===== src/rtl/pipeline_hazard_ctrl_if.sv =====
// Hazard-control bundle between the pipeline datapath and the stall/flush sequencer.
// The slave modport is the sequencer's view; master is the datapath's view.
interface pipeline_hazard_ctrl_if #(
    parameter int REG_W = 4
);
    logic [REG_W-1:0] id_rs1;
    logic [REG_W-1:0] id_rs2;
    logic             id_uses_rs2;
    logic             ex_mem_read;
    logic [REG_W-1:0] ex_rd;
    logic             branch_taken;
    logic             mem_req;
    logic             mem_ready;
    logic             pc_write;
    logic             if_id_write;
    logic             if_id_flush;
    logic             id_ex_write;
    logic             id_ex_flush;
    logic             ex_mem_special_change;
    logic             ex_mem_write;
    logic             mem_wb_bubble;
    logic             mem_timeout;
    logic [15:0]      stall_count;
    logic [1:0]       state_o;

    modport slave (
        input  id_rs1, id_rs2, id_uses_rs2, ex_mem_read, ex_rd,
               branch_taken, mem_req, mem_ready,
        output pc_write, if_id_write, if_id_flush, id_ex_write, id_ex_flush,
               ex_mem_special_change, ex_mem_write, mem_wb_bubble,
               mem_timeout, stall_count, state_o
    );

    modport master (
        output id_rs1, id_rs2, id_uses_rs2, ex_mem_read, ex_rd,
               branch_taken, mem_req, mem_ready,
        input  pc_write, if_id_write, if_id_flush, id_ex_write, id_ex_flush,
               ex_mem_special_change, ex_mem_write, mem_wb_bubble,
               mem_timeout, stall_count, state_o
    );
endinterface


===== src/rtl/pipeline_hazard_ctrl.sv =====
// Stall/flush sequencer for the 5-stage pipeline: load-use stalls, taken-branch
// flushes and multi-cycle memory waits with timeout guard and stall statistics.
module pipeline_hazard_ctrl #(
    parameter int REG_W       = 4,
    parameter int MEM_TIMEOUT = 16
) (
    input  logic                   clk,
    input  logic                   rest,
    pipeline_hazard_ctrl_if.slave  hz
);
    localparam int WAIT_W = (MEM_TIMEOUT > 2) ? $clog2(MEM_TIMEOUT) : 1;

    typedef enum logic [1:0] {
        RUN      = 2'd0,
        MEM_WAIT = 2'd1,
        CAPTURE  = 2'd2
    } state_t;

    state_t            state_reg, state_next;
    logic [WAIT_W-1:0] wait_cnt_reg, wait_cnt_next;
    logic              mem_timeout_reg, mem_timeout_next;
    logic [15:0]       stall_count_reg;

    logic load_use;
    logic mem_stall;
    logic pc_write_c, if_id_write_c, if_id_flush_c, id_ex_write_c, id_ex_flush_c;
    logic special_c, ex_mem_write_c, bubble_c;

    assign load_use = hz.ex_mem_read && (hz.ex_rd != '0) &&
                      ((hz.ex_rd == hz.id_rs1) || (hz.id_uses_rs2 && (hz.ex_rd == hz.id_rs2)));
    assign mem_stall = hz.mem_req && !hz.mem_ready;

    always_ff @(posedge clk or posedge rest) begin
        if (rest) begin
            state_reg       <= RUN;
            wait_cnt_reg    <= '0;
            mem_timeout_reg <= 1'b0;
            stall_count_reg <= '0;
        end else begin
            state_reg       <= state_next;
            wait_cnt_reg    <= wait_cnt_next;
            mem_timeout_reg <= mem_timeout_next;
            if (!pc_write_c && (stall_count_reg != 16'hFFFF))
                stall_count_reg <= stall_count_reg + 16'd1;
        end
    end

    always_comb begin
        state_next       = state_reg;
        wait_cnt_next    = wait_cnt_reg;
        mem_timeout_next = mem_timeout_reg;
        case (state_reg)
            RUN: begin
                if (mem_stall) begin
                    state_next    = MEM_WAIT;
                    wait_cnt_next = WAIT_W'(1);
                end
            end
            MEM_WAIT: begin
                if (hz.mem_ready) begin
                    state_next = CAPTURE;
                end else if (wait_cnt_reg == WAIT_W'(MEM_TIMEOUT - 1)) begin
                    // Abandon the access; the error flag stays set until reset.
                    state_next       = RUN;
                    mem_timeout_next = 1'b1;
                end else begin
                    wait_cnt_next = wait_cnt_reg + 1'b1;
                end
            end
            CAPTURE:  state_next = RUN;
            default:  state_next = RUN;
        endcase
    end

    always_comb begin
        pc_write_c     = 1'b1;
        if_id_write_c  = 1'b1;
        if_id_flush_c  = 1'b0;
        id_ex_write_c  = 1'b1;
        id_ex_flush_c  = 1'b0;
        special_c      = 1'b0;
        ex_mem_write_c = 1'b1;
        bubble_c       = 1'b0;
        case (state_reg)
            RUN: begin
                if (mem_stall) begin
                    pc_write_c     = 1'b0;
                    if_id_write_c  = 1'b0;
                    id_ex_write_c  = 1'b0;
                    ex_mem_write_c = 1'b0;
                    bubble_c       = 1'b1;
                end else if (hz.branch_taken) begin
                    if_id_flush_c = 1'b1;
                    id_ex_flush_c = 1'b1;
                end else if (load_use) begin
                    pc_write_c    = 1'b0;
                    if_id_write_c = 1'b0;
                    id_ex_flush_c = 1'b1;
                end
            end
            MEM_WAIT: begin
                pc_write_c     = 1'b0;
                if_id_write_c  = 1'b0;
                id_ex_write_c  = 1'b0;
                ex_mem_write_c = 1'b0;
                bubble_c       = 1'b1;
            end
            CAPTURE: begin
                // Load returned data into AluOrMem while Read1/Rd are held.
                pc_write_c    = 1'b0;
                if_id_write_c = 1'b0;
                id_ex_write_c = 1'b0;
                special_c     = 1'b1;
                bubble_c      = 1'b1;
            end
            default: ;
        endcase
        if (rest) begin
            pc_write_c     = 1'b0;
            if_id_write_c  = 1'b0;
            if_id_flush_c  = 1'b0;
            id_ex_write_c  = 1'b0;
            id_ex_flush_c  = 1'b0;
            special_c      = 1'b0;
            ex_mem_write_c = 1'b0;
            bubble_c       = 1'b0;
        end
    end

    assign hz.pc_write              = pc_write_c;
    assign hz.if_id_write           = if_id_write_c;
    assign hz.if_id_flush           = if_id_flush_c;
    assign hz.id_ex_write           = id_ex_write_c;
    assign hz.id_ex_flush           = id_ex_flush_c;
    assign hz.ex_mem_special_change = special_c;
    assign hz.ex_mem_write          = ex_mem_write_c;
    assign hz.mem_wb_bubble         = bubble_c;
    assign hz.mem_timeout           = mem_timeout_reg;
    assign hz.stall_count           = stall_count_reg;
    assign hz.state_o               = state_reg;
endmodule


===== src/flat_wrapper.sv =====
// flat-port wrapper written by rule: the top's interface ports become plain ports
module pipeline_hazard_ctrl_flat 
#(
    parameter int REG_W       = 4,
    parameter int MEM_TIMEOUT = 16
)
  (clk, rest, hz_id_rs1, hz_id_rs2, hz_id_uses_rs2, hz_ex_mem_read, hz_ex_rd, hz_branch_taken, hz_mem_req, hz_mem_ready, hz_pc_write, hz_if_id_write, hz_if_id_flush, hz_id_ex_write, hz_id_ex_flush, hz_ex_mem_special_change, hz_ex_mem_write, hz_mem_wb_bubble, hz_mem_timeout, hz_stall_count, hz_state_o);
  pipeline_hazard_ctrl_if #(.REG_W(REG_W)) hz_i ();
  input  logic clk;
  input  logic rest;
  input wire logic [$bits(hz_i.id_rs1)-1:0] hz_id_rs1;
  input wire logic [$bits(hz_i.id_rs2)-1:0] hz_id_rs2;
  input wire logic [$bits(hz_i.id_uses_rs2)-1:0] hz_id_uses_rs2;
  input wire logic [$bits(hz_i.ex_mem_read)-1:0] hz_ex_mem_read;
  input wire logic [$bits(hz_i.ex_rd)-1:0] hz_ex_rd;
  input wire logic [$bits(hz_i.branch_taken)-1:0] hz_branch_taken;
  input wire logic [$bits(hz_i.mem_req)-1:0] hz_mem_req;
  input wire logic [$bits(hz_i.mem_ready)-1:0] hz_mem_ready;
  output wire logic [$bits(hz_i.pc_write)-1:0] hz_pc_write;
  output wire logic [$bits(hz_i.if_id_write)-1:0] hz_if_id_write;
  output wire logic [$bits(hz_i.if_id_flush)-1:0] hz_if_id_flush;
  output wire logic [$bits(hz_i.id_ex_write)-1:0] hz_id_ex_write;
  output wire logic [$bits(hz_i.id_ex_flush)-1:0] hz_id_ex_flush;
  output wire logic [$bits(hz_i.ex_mem_special_change)-1:0] hz_ex_mem_special_change;
  output wire logic [$bits(hz_i.ex_mem_write)-1:0] hz_ex_mem_write;
  output wire logic [$bits(hz_i.mem_wb_bubble)-1:0] hz_mem_wb_bubble;
  output wire logic [$bits(hz_i.mem_timeout)-1:0] hz_mem_timeout;
  output wire logic [$bits(hz_i.stall_count)-1:0] hz_stall_count;
  output wire logic [$bits(hz_i.state_o)-1:0] hz_state_o;
  assign hz_i.id_rs1 = hz_id_rs1;
  assign hz_i.id_rs2 = hz_id_rs2;
  assign hz_i.id_uses_rs2 = hz_id_uses_rs2;
  assign hz_i.ex_mem_read = hz_ex_mem_read;
  assign hz_i.ex_rd = hz_ex_rd;
  assign hz_i.branch_taken = hz_branch_taken;
  assign hz_i.mem_req = hz_mem_req;
  assign hz_i.mem_ready = hz_mem_ready;
  assign hz_pc_write = hz_i.pc_write;
  assign hz_if_id_write = hz_i.if_id_write;
  assign hz_if_id_flush = hz_i.if_id_flush;
  assign hz_id_ex_write = hz_i.id_ex_write;
  assign hz_id_ex_flush = hz_i.id_ex_flush;
  assign hz_ex_mem_special_change = hz_i.ex_mem_special_change;
  assign hz_ex_mem_write = hz_i.ex_mem_write;
  assign hz_mem_wb_bubble = hz_i.mem_wb_bubble;
  assign hz_mem_timeout = hz_i.mem_timeout;
  assign hz_stall_count = hz_i.stall_count;
  assign hz_state_o = hz_i.state_o;
  pipeline_hazard_ctrl #(.REG_W(REG_W), .MEM_TIMEOUT(MEM_TIMEOUT)) u_core (.clk(clk), .rest(rest), .hz(hz_i));
endmodule

===== config.mk =====
export PLATFORM = sky130hd
export DESIGN_NAME = pipeline_hazard_ctrl_flat
export DESIGN_NICKNAME = d
export VERILOG_FILES = /design/src/rtl/pipeline_hazard_ctrl_if.sv /design/src/rtl/pipeline_hazard_ctrl.sv /design/src/flat_wrapper.sv
export SDC_FILE = /design/constraint.sdc
export NUM_CORES = 1
export LEC_CHECK = 0
export CORE_UTILIZATION = 25
export CTS_BUF_LIST = sky130_fd_sc_hd__clkbuf_16
export CTS_CLUSTER_SIZE = 30
export DETAILED_ROUTE_END_ITERATION = 8
export GPL_ROUTABILITY_DRIVEN = 0
export PLACE_DENSITY_LB_ADDON = 0.1
export SYNTH_ARGS = -nofsm -noshare
export SYNTH_HDL_FRONTEND = slang
export SYNTH_SLANG_ARGS = --single-unit

===== constraint.sdc =====
create_clock -name clk -period 1.82 [get_ports clk]
set_input_delay 0.364 -clock clk [delete_from_list [all_inputs] [get_ports clk]]
set_output_delay 0.364 -clock clk [all_outputs]
set_load 0.1 [all_outputs]

-- Word-level counts from Yosys, hierarchy flattened
Cells that the tools add are included.
- $add $sub $neg: 2
- multiply operators: 0
- divide/modulo/power cells: 0
- $lt $le $gt $ge: 0
- equal/unequal tests: 10
- shifts and indexed selects: 0
- multiplexer cells: 32
- bitwise gates (word level): 1
- reductions and logical operators: 15
- operators with widths (operator ; count):
    1-bit 2-to-1 mux ; 20
    16-bit by 1-bit adder with 16-bit output (second input constant) ; 1
    16-bit inequality test (second input constant) ; 1
    4-bit 2-to-1 mux ; 3
    4-bit == test ; 2
    1-bit one-hot mux with 2 select lines ; 4
    4-bit one-hot mux with 2 select lines ; 1
    2-bit 2-to-1 mux ; 3
    1-bit logical AND ; 5
    4-bit by 1-bit adder with 4-bit output (second input constant) ; 1
    4-bit == test (second input constant) ; 1
    2-bit inequality test (second input constant) ; 2
    2-bit one-hot mux with 2 select lines ; 1
    4-bit AND reduction ; 1
    4-bit nonzero test ; 1
    3-bit by 2-bit inequality test with 1-bit output (second input constant) ; 1
    3-bit AND reduction ; 1
    2-bit by 1-bit == test with 1-bit output (second input constant) ; 1
    2-bit == test (second input constant) ; 1
    1-bit zero test ; 2
    2-bit zero test ; 1
    2-bit by 1-bit inequality test with 1-bit output (second input constant) ; 1
    2-bit AND reduction ; 1
    2-bit nonzero test ; 1
    other kinds (3) ; 3
- register bits: 23
- bits in latches: 0
- bits in writable memories: 0
- bits in read-only memories: 0
- input port bits: 19
- output and inout port bits: 27
- word-level logic and storage cells: 64
- memories kept: 0

-- Logic depth before layout (Yosys ltp)
Gate-level depths: netlist of run 1.
- depth in word-level cells: 11
- mapped depth: 10
- gate-level depth less buffers: 8

-- Least setup slack after synthesis of run 1
OpenSTA, ideal clock, no wires.
- path type: reg2out
- start: reg u_core.state_reg[0] (netlist: u_core.hz.state_o[0])
- end: out hz_pc_write
- data arrival time: 4544 ps
- required time: 1456 ps
- setup slack: -3088 ps
- cell stages (with the launch flop): 6
- path buffers: 2
- path through: dfrtp_1 > inv_1 > ha_1 > clkbuf_1 > o32ai_1 > buf_4
- cells in the longest elaborated chain, start to end: 4
- elaborated cells between the ends (all ways): 6
- those cells by class: 2 x eq/ne; 2 x mux; 2 x reduce/logical
- ends and longest elaborated chain (what ; RTL line ; text):
    start: declaration ; pipeline_hazard_ctrl.sv:19 ; state_t state_reg, state_next;
    start signal: assignment ; pipeline_hazard_ctrl.sv:40 ; state_reg <= state_next;
    2-bit by 1-bit == test with 1-bit output or 2-bit == test (tied branches) ; -- ;
    2-bit OR reduction (no line) ; -- ;
    1-bit one-hot mux with 2 select lines * ; -- ;
    1-bit 2-to-1 mux * ; -- ;
    end: declaration ; flat_wrapper.sv:19 ; output wire logic [$bits(hz_i.pc_write)-1:0] hz_pc_write;
Mark *: on every way between the ends. The rest lies on a longest branch, timed or not.

-- Worst setup path after layout of run 1
- start: reg u_core.state_reg[0] (netlist: u_core.hz.state_o[0])
- end: out hz_ex_mem_write
- cells in the longest elaborated chain, start to end: 3
- elaborated cells between the ends (all ways): 4
- those cells by class: 1 x eq/ne; 2 x mux; 1 x reduce/logical
- ends and longest elaborated chain (what ; RTL line ; text):
    2-bit by 1-bit == test with 1-bit output or 2-bit zero test (tied branches) ; pipeline_hazard_ctrl.sv:84 ; case (state_reg)
    1-bit one-hot mux with 2 select lines * ; pipeline_hazard_ctrl.sv:84 ;
    1-bit 2-to-1 mux * ; pipeline_hazard_ctrl.sv:118 ; if (rest) begin
    end: declaration ; flat_wrapper.sv:25 ; output wire logic [$bits(hz_i.ex_mem_write)-1:0] hz_ex_mem_write;
Marks and branches as above.

==> results.cfg, run 1 <==
[finish]
fin_nets = 264
final_cell_mix = buf_4, buf_12, xor2_1, buf_6, nand3_1
final_common_cell = buf_4
syn2layout_area_growth_pct = 120
largest_reg_flops = 16
drive_above_1_share_pct = 65.5
diodes = 0

[clock_tree]
cts_buffers = 3
htree_levels = 1
clock_path_buffers = 2
cts_tree = done
clkTransAtPathRegs_ns = 0.06
cts_hold_buf = 0
clk_latency_ns = 0.25
clock_sinks = 23
clockRootBuffer = clkbuf_16

[grt]
use_met1_pct = 17.9
top_usage_layer = met2
grt_max_degree = 14
gr-usage-met3_pct = 2.16
grt_pass1_wl_um = 7060
grt_use_met2_pct = 26.6
grt_antenna_before_repair = 0
gr-total-overflow = 0
grt_pass1_vias = 1576
track_usage_pct = 14.9

[place]
dpl.hpwl_um = 3030
io_buffers = 45

[critical_path]
critPathCaptureType = output port
arrival_ns = 1.63
criticalPathCategory = flop to output port
cp.required_ns = 1.46
critPathMaxFanout = 5
critPathLaunchType = flop

[outcome]
outcome = complete, but fails checks
violations = negative setup slack

[timing]
rsz0062_at_grt = true
report.final.slew_viol_count = 0
fin_ws_ns = -0.178
period_share_pct = 110
max_freq_mhz = 501
setup_viol = 22
post-route-min-period_ns = 2.00
tightest_slew_ns = 0.333
max_slew_margin_pct = 77.7
fin_skew_ns = 0.00385
finalHoldWorstSlack_ns = 0.379
hold_viol = 0

[hold_path]
hold_class = input pin to async pin

[floorplan]
die_w_um = 76.4
row_count = 26
initial_utilization_pct = 26.6
dieArea_um2 = 5830
core_area_um2 = 5200
ios = 46
die_h_um = 76.4

[logic_synthesis]
syn_inst = 142
avgSynthCellArea_um2 = 9.74
yosysSeqAreaShare_pct = 41.6
yosys_warnings = 0
synth-seq-cells = 23
netlist_area_um2 = 1380
synth_cell_type_count = 37
synth_fp_nets = 167

[routing]
detailroute.via_count = 1403
drt_iter0_drc = 37
firstDrtPassIters = 4
routed_wl_um = 3940
drc_errors = 0
postRouteAntennaNets = 0
routed_via_density = 4.56
detail_route.wl_per_cell_um = 12.8

[power]
power_mw = 5.41
p_leak_nw = 1.35
power.density_nw_per_um2 = 1780
ir_drop_v = 0.00139

[run]
cap_viol_max_count = 0
==> cell type report <==
type	count	area [um2]
inverter	5	27.5
multi-input combinational	111	1090
clock inverter	1	5.00
tap	70	87.6
clock buffer	3	75.1
fill	431	2160
timing repair buffer	95	1150
sequential	23	613
==> repair_timing <==
action / CTS / global route
pin swaps: 25 / 18
hold endpoints to repair: 0 / 0
gates cloned: 1 / 0
setup endpoints to repair: 24 / 26
resized for setup: 81 / 21
setup buffers: 7 / 3
==> critical path, cell delays in order, from the launching register on <==
cell and delay [ns]:
dfrtp_4 0.44, inv_4 0.04, ha_4 0.18, buf_4 0.15, buf_6 0.12, a211oi_4 0.24
buf_12 0.21
==> power breakdown <==
part | internal [mW] | switching (mW)
clock network | 0.295 | 0.175
registers | 0.709 | 0.118
logic | 1.81 | 2.31
total | 2.81 | 2.60
==> stage by stage <==
stage / utilization, % / cell area [um2] / setup TNS, ns / setup WS [ns] / std cells
after floorplan: - / 1560 / -5.10 / -0.729 / 142
after global placement: 50.7 / 2640 / -9.67 / -0.554 / 294
after detailed placement: 50.7 / 2640 / -10.32 / -0.627 / 294
after CTS: 56.7 / 2950 / -2.29 / -0.177 / 306
after global routing: 58.5 / 3050 / -3.20 / -0.231 / 308
final: 58.5 / 3050 / -1.38 / -0.178 / 308
==> synthesized netlist by cell type <==
library cell,number,area [um2]
clkbuf_1,1,3.75
nand2_1,9,33.8
nand2b_1,4,25.0
o32ai_1,1,8.76
nor2b_1,5,31.3
o41a_1,1,11.3
nor3_1,5,25.0
and4_1,2,17.5
a21o_1,1,7.51
nor4_1,1,6.26
and3_1,1,6.26
a211oi_1,1,7.51
nor2_1,16,60.1
and2_1,1,6.26
xnor2_1,6,52.6
o21ai_0,2,10.0
o2bb2ai_1,1,8.76
a2bb2oi_2,1,15.0
buf_4,1,7.51
o22ai_1,1,6.26
a22o_1,3,26.3
xor2_1,17,149
or3_1,1,6.26
a21oi_1,1,5.00
a211o_1,1,8.76
mux2_2,2,22.5
dfrtp_1,23,576
o21ai_4,1,16.3
ha_1,6,75.1
inv_1,5,18.8
nor3b_1,1,7.51
o21bai_1,1,7.51
nand4_1,3,18.8
a2bb2oi_1,1,8.76
buf_6,1,11.3
mux2i_1,1,10.0
nand3_1,13,65.1
==> path summary, 6_finish.rpt <==
path / from / cells past startpoint / slack [ns] / endpoint
max in group asynchronous: rest / 3 / 1.25 / u_core.hz.stall_count[6]
min: rest / 3 / 0.38 / u_core.hz.stall_count[3]
min reg2reg: u_core.wait_cnt_reg[0] / 1 / 0.51 / u_core.wait_cnt_reg[0]
min in group clk: u_core.wait_cnt_reg[0] / 1 / 0.51 / u_core.wait_cnt_reg[0]
max: u_core.hz.state_o[0] / 6 / -0.18 / hz_ex_mem_write
max reg2reg: u_core.hz.state_o[1] / 10 / -0.12 / u_core.hz.stall_count[11]
==> metal layers <==
layer	wire [um]	vias to the layer above
li1	-	689
met1	1670	673
met2	2050	37
met3	171	4
met4	42	0
met5	0	-
==> cells by family (layout without fill, tap and decap cells) <==
group / Yosys count / count (layout) / synth area share, %
flip-flops: 23 / 23 / 41.6
multiplexers: 3 / 3 / 2.35
AO/OA/AOI/OAI: 17 / 17 / 10.7
adder cells (fa/ha/maj): 6 / 6 / 5.43
buffers and inverters: 8 / 104 / 2.99
AND/OR/NAND/NOR: 62 / 62 / 22.4
XOR/XNOR: 23 / 23 / 14.6
(Power assumes the default switching activity.)
==> run 2, diff against run 1 <==
TNS_END_PERCENT = 10   (was unset)
==> run 2 against run 1 <==
The run still ends with negative setup slack left. Via count fell by 2.3%. Core utilization fell by 5.9 points. Register-to-register slack improved by 0.07 ns. Combinational power fell by 12%. Power fell by 10%. Non-clock buffer count fell by 7. Worst hold slack got worse by 0.010 ns. Maximum frequency fell by 0.34%. Final area fell by 10%. Critical endpoint is now hz_if_id_write.
==> results.cfg, run 2 (same netlist as run 1, synthesis figures left out) <==
[finish]
instances_no_fill = 301
fin_nets = 257
diodes = 0
final_common_cell = buf_4
drive_above_1_share_pct = 49.8
syn2layout_area_growth_pct = 98.2
final_cell_mix = buf_4, buf_12, dfrtp_1, xor2_1
largest_reg_flops = 16

[routing]
postRouteAntennaNets = 0
firstDrtPassIters = 4
detailroute.via_count = 1371
drt_iter0_drc = 53
routed_wl_um = 3620
routed_via_density = 4.55
drc_errors = 0
detail_route.wl_per_cell_um = 12.0

[place]
place_ws_ns = -0.559
dpl.hpwl_um = 2940
io_buffers = 45
dp_cells = 291

[timing]
setup_viol = 9
max_freq_mhz = 499
rsz0062_at_grt = true
report.final.slew_viol_count = 0
fin_skew_ns = 0.00232
post-route-min-period_ns = 2.00
fin_ws_ns = -0.184
period_share_pct = 110
hold_viol = 0
max_slew_margin_pct = 74.5
tightest_slew_ns = 0.381

[critical_path]
criticalPathCategory = flop to output port
critPathCaptureType = output port
arrival_ns = 1.64
critPathLaunchType = flop
worst-r2r-setup-slack_ns = -0.05
critPathMaxFanout = 8
cp.required_ns = 1.46

[power]
clock_power_share_pct = 9.8
power_frac_comb_pct = 74.3
netSwitchingFraction_pct = 49.0
power.internal_mw = 2.48
power_mw = 4.86
p_leak_nw = 1.27
ir_drop_v = 0.00183
switching_power_mw = 2.38
power.share.sequential_pct = 16.0
power.density_nw_per_um2 = 1770

[outcome]
violations = negative setup slack
outcome = complete, but fails checks

[grt]
grt_antenna_before_repair = 0
gr-total-overflow = 0
grt_max_degree = 17
track_usage_pct = 13.5
grt_pass1_wl_um = 6370
grt_pass1_vias = 1436

[floorplan]
die_w_um = 76.4
initial_utilization_pct = 26.6
row_count = 26
core_area_um2 = 5200
die_h_um = 76.4
ios = 46
dieArea_um2 = 5830

[clock_tree]
cts_buffers = 3
clock_path_buffers = 2
cts_hold_buf = 0
cts_tree = done
clock_sinks = 23
clockRootBuffer = clkbuf_16
htree_levels = 1
clkTransAtPathRegs_ns = 0.06
clk_latency_ns = 0.25

[run]
cap_viol_max_count = 0

[hold_path]
hold_class = input pin to async pin
run 2: changes by cell type in the layout (fill, tap and decap cells not counted), moves of 4 or more:
cell / delta
dfrtp_1: +14
nor2_1: +10
buf_6: -9
dfrtp_2: -9
nor2_4: -8
dfrtp_4: -5
nor3_2: +4
nor3_4: -4
run 2: routing by layer:
layer / GRT usage (%) / wire, um / up-vias
met1: 16.2 / 1590 / 661
li1: - / - / 674
met3: 1.92 / 126 / 4
met2: 23.5 / 1830 / 32
met4: 6.35 / 72 / 0
met5: 0 / 0 / -
run 2: per-stage QoR:
step           hold WS [ns]  util (%)  cell area, um2  setup TNS, ns
6_report              0.368      52.6            2740          -1.06
5_1_grt               0.394      52.6            2740          -1.90
4_1_cts               0.378      52.1            2710          -1.13
3_5_place_dp          0.519      48.7            2530          -9.27
3_3_place_gp          0.495      48.7            2530          -8.81
2_1_floorplan         0.253         -            1480         -13.41
run 2: critical path, stage by stage (launching register included):
cell	delay [ns]
dfrtp_4	0.50
inv_4	0.07
ha_4	0.18
nand3_2	0.09
buf_6	0.13
o32ai_4	0.18
buf_12	0.22
run 2: what timing repair did:
| item | in CTS | in global routing |
|---|---|---|
| endpoints found under the setup margin | 23 | 16 |
| pin swaps | 17 | 7 |
| resized for setup | 57 | 6 |
| setup buffers | 4 | 2 |
run 2: worst paths after layout:
kind,from,end,depth (start not counted)
min reg2reg,u_core.wait_cnt_reg[0],u_core.wait_cnt_reg[0],1
max,u_core.hz.state_o[0],hz_if_id_write,6
max in group asynchronous,rest,u_core.hz.state_o[0],3
min,rest,u_core.hz.state_o[1],3
min in group clk,u_core.wait_cnt_reg[0],u_core.wait_cnt_reg[0],1
max reg2reg,u_core.hz.state_o[0],u_core.hz.stall_count[1],8
run 2: final cells by class:
class,instances,area [um2]
clock inverter,1,5.00
fill,473,2460
clock buffer,3,75.1
multi-input combinational,111,922
sequential,23,583
inverter,5,27.5
tap,70,87.6
timing repair buffer,88,1040
run 2: power by group through the flow:
stage / clock, mW / sequential (mW) / combinational (mW)
after floorplan: 0 / 1.57 / 1.37
after global placement: 0 / 0.775 / 3.38
after detailed placement: 0 / 0.786 / 3.42
after CTS: 0.492 / 0.779 / 3.57
after global routing: 0.515 / 0.797 / 3.78
final: 0.474 / 0.777 / 3.61
